$ cat src/rtl/apb_mem_slave_p.sv
// APB4 completer in front of a byte-lane-writable register-file memory.
// Adds configurable widths/depth, programmable wait states and PSLVERR decode.
module apb_mem_slave_p #(
  parameter int ADDR_W      = 32,
  parameter int DATA_W      = 32,
  parameter int DEPTH       = 32,
  parameter int WAIT_STATES = 0
) (
  input  logic                PCLK,
  input  logic                PRESET,
  input  logic                PSEL,
  input  logic                PENABLE,
  input  logic [ADDR_W-1:0]   PADDR,
  input  logic                PWRITE,
  input  logic [DATA_W-1:0]   PWDATA,
  input  logic [DATA_W/8-1:0] PSTRB,
  output logic [DATA_W-1:0]   PRDATA,
  output logic                PREADY,
  output logic                PSLVERR,
  output logic                state_dbg
);

  localparam int STRB_W = DATA_W / 8;
  localparam int BL     = $clog2(STRB_W);
  localparam int IDX_W  = (DEPTH > 1) ? $clog2(DEPTH) : 1;
  localparam int CMP_W  = ADDR_W + 12;

  // Handshake: a transfer is accepted on an edge with PSEL=1, PENABLE=0
  // (setup) and completes on the edge where PSEL=1, PENABLE=1 and PREADY=1.
  // PREADY/PSLVERR are decoded from registered state only.
  typedef enum logic {
    IDLE   = 1'b0,
    ACCESS = 1'b1
  } state_t;

  state_t              state_q;
  state_t              state_d;
  logic                load;
  logic                dec;
  logic                complete;
  logic [3:0]          wait_cnt;
  logic [ADDR_W-1:0]   word_idx;
  logic                misaligned;
  logic                out_of_range;
  logic                err_d;
  logic [IDX_W-1:0]    idx_q;
  logic                write_q;
  logic [DATA_W-1:0]   wdata_q;
  logic [STRB_W-1:0]   strb_q;
  logic                err_q;
  logic [DATA_W-1:0]   mem [DEPTH];

  assign word_idx     = PADDR >> BL;
  assign misaligned   = (PADDR & ADDR_W'(STRB_W - 1)) != '0;
  // Full upper address bits take part in the range check; no aliasing.
  assign out_of_range = CMP_W'(word_idx) >= CMP_W'(DEPTH);
  assign err_d        = misaligned | out_of_range;

  always_comb begin
    state_d  = state_q;
    load     = 1'b0;
    dec      = 1'b0;
    complete = 1'b0;
    case (state_q)
      IDLE: begin
        if (PSEL && !PENABLE) begin
          load    = 1'b1;
          state_d = ACCESS;
        end
      end
      ACCESS: begin
        if (!PSEL) begin
          state_d = IDLE;
        end else if (!PENABLE) begin
          // Setup seen mid-access: drop the old transfer and restart.
          load = 1'b1;
        end else if (wait_cnt != 4'd0) begin
          dec = 1'b1;
        end else begin
          complete = 1'b1;
          state_d  = IDLE;
        end
      end
      default: state_d = IDLE;
    endcase
  end

  always_ff @(posedge PCLK or posedge PRESET) begin
    if (PRESET) begin
      state_q  <= IDLE;
      wait_cnt <= 4'd0;
      idx_q    <= '0;
      write_q  <= 1'b0;
      wdata_q  <= '0;
      strb_q   <= '0;
      err_q    <= 1'b0;
      PRDATA   <= '0;
    end else begin
      state_q <= state_d;
      if (load) begin
        idx_q    <= word_idx[IDX_W-1:0];
        write_q  <= PWRITE;
        wdata_q  <= PWDATA;
        strb_q   <= PSTRB;
        err_q    <= err_d;
        wait_cnt <= 4'(WAIT_STATES);
        if (!PWRITE) begin
          PRDATA <= err_d ? '0 : mem[word_idx[IDX_W-1:0]];
        end
      end else if (dec) begin
        wait_cnt <= wait_cnt - 4'd1;
      end
    end
  end

  always_ff @(posedge PCLK or posedge PRESET) begin
    if (PRESET) begin
      for (int i = 0; i < DEPTH; i++) begin
        mem[i] <= '0;
      end
    end else if (complete && write_q && !err_q) begin
      for (int b = 0; b < STRB_W; b++) begin
        if (strb_q[b]) begin
          mem[idx_q][8*b +: 8] <= wdata_q[8*b +: 8];
        end
      end
    end
  end

  assign PREADY    = (state_q == ACCESS) && (wait_cnt == 4'd0);
  assign PSLVERR   = PREADY && err_q;
  assign state_dbg = (state_q == ACCESS);

endmodule

$ cat config.mk
export PLATFORM = sky130hd
export DESIGN_NAME = apb_mem_slave_p
export DESIGN_NICKNAME = d
export VERILOG_FILES = /design/src/rtl/apb_mem_slave_p.sv
export SDC_FILE = /design/constraint.sdc
export NUM_CORES = 2
export LEC_CHECK = 0
export ABC_AREA = 1
export CAP_MARGIN = 20
export CORE_UTILIZATION = 55
export DETAILED_ROUTE_END_ITERATION = 12
export PLACE_DENSITY = 0.77
export SYNTH_ARGS = -nofsm -noshare
export SYNTH_HDL_FRONTEND = slang
export SYNTH_SLANG_ARGS = --single-unit
$ cat constraint.sdc
create_clock -name PCLK -period 111.6 [get_ports PCLK]
set_clock_uncertainty 0.1 [all_clocks]
set_input_delay 22.32 -clock PCLK [delete_from_list [all_inputs] [get_ports PCLK]]
set_output_delay 22.32 -clock PCLK [all_outputs]
set_load 0.01 [all_outputs]
==> results.ini <==
[clock_network]
clk_pin_slew_ns = 0.06
htreeDepth = 3
cts_inserted_buffers = 114
cts_tree = yes
clk_latency_ns = 0.70
postCtsHoldBufs = 0
post_cts_buffers = 0
root_buffer = clkbuf_16
clockBufferDepth = 3
cts_resized = 0
cts.sinks = 1104

[placement]
gp_congestion = 0.860
dp.cells = 7065
dp_hpwl_mm = 81.7
port_buffers = 107

[logic_synthesis]
syn_area_um2 = 51000
ys_seq_elements = 1104
ys_seq_area_share_pct = 54.2
syn_area_per_cell_um2 = 8.32
synth_nets = 6203
ys_warn_count = 0
syn_inst = 6129
ys_types = 28

[setup_path]
startpoint_type = primary input
crit_end = PRDATA[4]
worstPathRequired_ns = 112.13
slowest_delay_ns = 0.89
cp.depth = 12
reg2regPathDepth = 9
cp_slowest_cell = inv_8
reg2reg_from = wait_cnt[0]
critical_path.top_delay_family = buffers and inverters
path_cells = buf_8 > inv_8 > buf_4 > buf_4 > nand2_1 > nand3_1 > nand3_1 > nand3_1 > nand2_1 > nand2_1 > nand3_1 > nand2_1
end_kind = flop
crit_buf_inv = 4
worstSetupPathType = in2reg
crit_start = PADDR[2]
ff2ff_setup_slack_ns = 108.18
worst_r2r_endpoint = mem[361]
crit_arrival_ns = 26.12
crit_fanout = 183

[power]
swShare_pct = 25.6
seq_power_share_pct = 46.8
leakage_nw = 26.0
peakVddDrop_mv = 0.0150
power_frac_comb_pct = 8.7
internal_power_mw = 0.643
p_sw_mw = 0.221
p_per_area_nw_per_um2 = 15.5
clockPowerShare_pct = 44.5

[global_route]
grt_pass1_wl_mm = 230
grt_pass1_vias = 40800
grtUsageTotal_pct = 31.0
grt_max_degree = 196
antenna_found_initial = 0
grt_overflow_total = 0

[die]
start_util_pct = 55.6
core_um2 = 91800
pin_count = 108
num_rows = 111
die_y_um = 307
die_w_um = 307
die_area_um2 = 94000

[sta]
finalHoldViolCount = 0
tns_ns = 0
fin_crit_sh_pct = 22.9
slew_headroom_pct = 23.9
rsz0062_at_grt = false
setup_viol = 0
fmax_mhz = 39.1
timing.final.crit_period_ns = 25.60
finalMaxSlewViolations = 0
tightest_slew_ns = 1.14

[cells_and_area]
area_growth_pct = 9.08
n_antenna_cell = 0
drive_gt1_share_pct = 7.15
finalNonFillerCells = 7283
fillCellCount = 7955
nets = 6024

[job]
drv_cap = 0

[drt]
drt_wl_total_mm = 146
drc = 0
first_iter_violations = 4992
post_drt_wl_per_cell_um = 20.0
postRouteAntennaNets = 0
drt-pass1-iter-count = 6
vias_per_cell = 5.87
vias = 42800

[status]
status = completed

[hold_path]
holdCritPathClass = reg2reg
hold_depth = 2

## through the flow
| stage | area [um^2] | total power [mW] | util [%] | worst slack, ns | hold slack [ns] |
|---|---|---|---|---|---|
| 6_report | 55600 | 0.864 | 60.6 | 86.00 | 0.380 |
| 5_1_grt | 55600 | 0.887 | 60.6 | 85.79 | 0.384 |
| 4_1_cts | 55400 | 0.864 | 60.3 | 86.05 | 0.382 |
| 3_5_place_dp | 51600 | 0.483 | 56.2 | 85.33 | 0.366 |
| 3_3_place_gp | 51400 | 0.480 | 56.0 | 85.32 | 0.356 |
| 2_1_floorplan | 51000 | 0.456 | - | 58.10 | 0.333 |
## area by class of cell
type                       instances  area, um^2  area share, %
clock buffer                     162        3320           5.96
clock inverter                    44         463          0.832
inverter                          59         246          0.443
multi-input combinational       4497       20500           36.8
sequential                      1104       27600           49.7
tap                             1243        1560           2.80
timing repair buffer             174        1960           3.53
## state kept, by name, indices dropped and copies added (netlist names)
signal / flops
wait_cnt: 4
write_q: 1
strb_q: 4
state_dbg: 1
mem: 1024
err_q: 1
wdata_q: 32
PRDATA: 32
idx_q: 5
## logic make-up after synthesis
| kind of cell | Yosys count | synth area share (%) |
|---|---|---|
| DFF | 1104 | 54.2 |
| and+or+nand+nor | 3423 | 29.5 |
| buffers and inverters | 528 | 5.74 |
| adders and majority gates | 1 | 0.0245 |
| AOI/OAI and AO/OA | 1073 | 10.6 |
## routing by layer
metal  part of all wire [%]  track usage [%]  vias up  routed length, um
met5                      0                0        -                  0
met4                    4.9             14.8        0               7210
met3                    8.6             4.62      423              12600
met2                     45             48.4     2012              66200
met1                     41             42.9    20600              59600
li1                       -                -    19800                  -
## how the worst min path moves through the flow
stage,startpoint,end,slack (ns)
after floorplan,wait_cnt[3],wait_cnt[3],0.33
after global placement,wait_cnt[3],wait_cnt[3],0.36
after detailed placement,PRDATA[12],PRDATA[12],0.37
after CTS,mem[340],mem[340],0.38
after global routing,mem[340],mem[340],0.38
final,mem[342],mem[342],0.38
## synth_stat cells
cell	number	area share (%)
buf_1	40	0.29
o32ai_1	1	0.017
inv_1	54	0.40
o21ai_2	8	0.14
dfrtp_1	1104	54
nor3_2	1	0.020
inv_2	5	0.037
o21ai_0	663	6.5
buf_12	12	0.47
ha_1	1	0.025
nand3_2	1	0.020
buf_6	85	1.9
nor2_4	4	0.088
nand4_1	2	0.025
nand2_2	4	0.049
nor4_1	1	0.012
clkbuf_1	240	1.8
nor2_1	24	0.18
nand2_4	117	2.6
nor2_2	30	0.37
nand3_1	933	9.2
nor3_1	1	0.0098
o21a_1	1	0.015
o21ai_1	397	3.9
buf_2	92	0.90
nand2_1	2304	17
nor3b_1	1	0.015
a21oi_1	3	0.029
## power by group through the flow
| stage | sequential, mW | combinational, mW | clock, mW |
|---|---|---|---|
| final | 0.405 | 0.0750 | 0.385 |
| after global routing | 0.405 | 0.0802 | 0.402 |
| after CTS | 0.405 | 0.0714 | 0.387 |
| after detailed placement | 0.412 | 0.0712 | 0 |
| after global placement | 0.412 | 0.0680 | 0 |
| after floorplan | 0.413 | 0.0435 | 0 |
## placed cells by master (no fill, tap or decap), types with 5 or more instances in the layout
cell type        netlist  routed
nand3_1              933     933
buf_12                12       6
o21ai_1              397     397
inv_2                  5       5
clkdlybuf4s50_1        0     102
buf_8                  0       7
buf_16                 0      14
inv_1                 54      50
clkinv_2               0      24
nor2_1                24      22
nand2_1             2304    2304
bufinv_16              0       7
clkbuf_16              0     116
clkbuf_1             240      22
clkbuf_8               0      24
nor2_2                30      30
o21ai_2                8       8
buf_4                  0      43
dfrtp_1             1104    1104
nand2_4              117     117
nor2_4                 4       6
o21ai_0              663     663
## worst reg2reg max path, stage by stage (launching register included)
cell and delay (ns):
dfrtp_1 0.38, inv_1 0.10, ha_1 0.20, nand3_2 0.13
nor3_2 0.15, nand2_2 0.31, nor2_4 0.21, buf_4 0.71
nand2_1 0.67, o21ai_0 0.38
No activity file was read; power rests on OpenSTA's default activity.
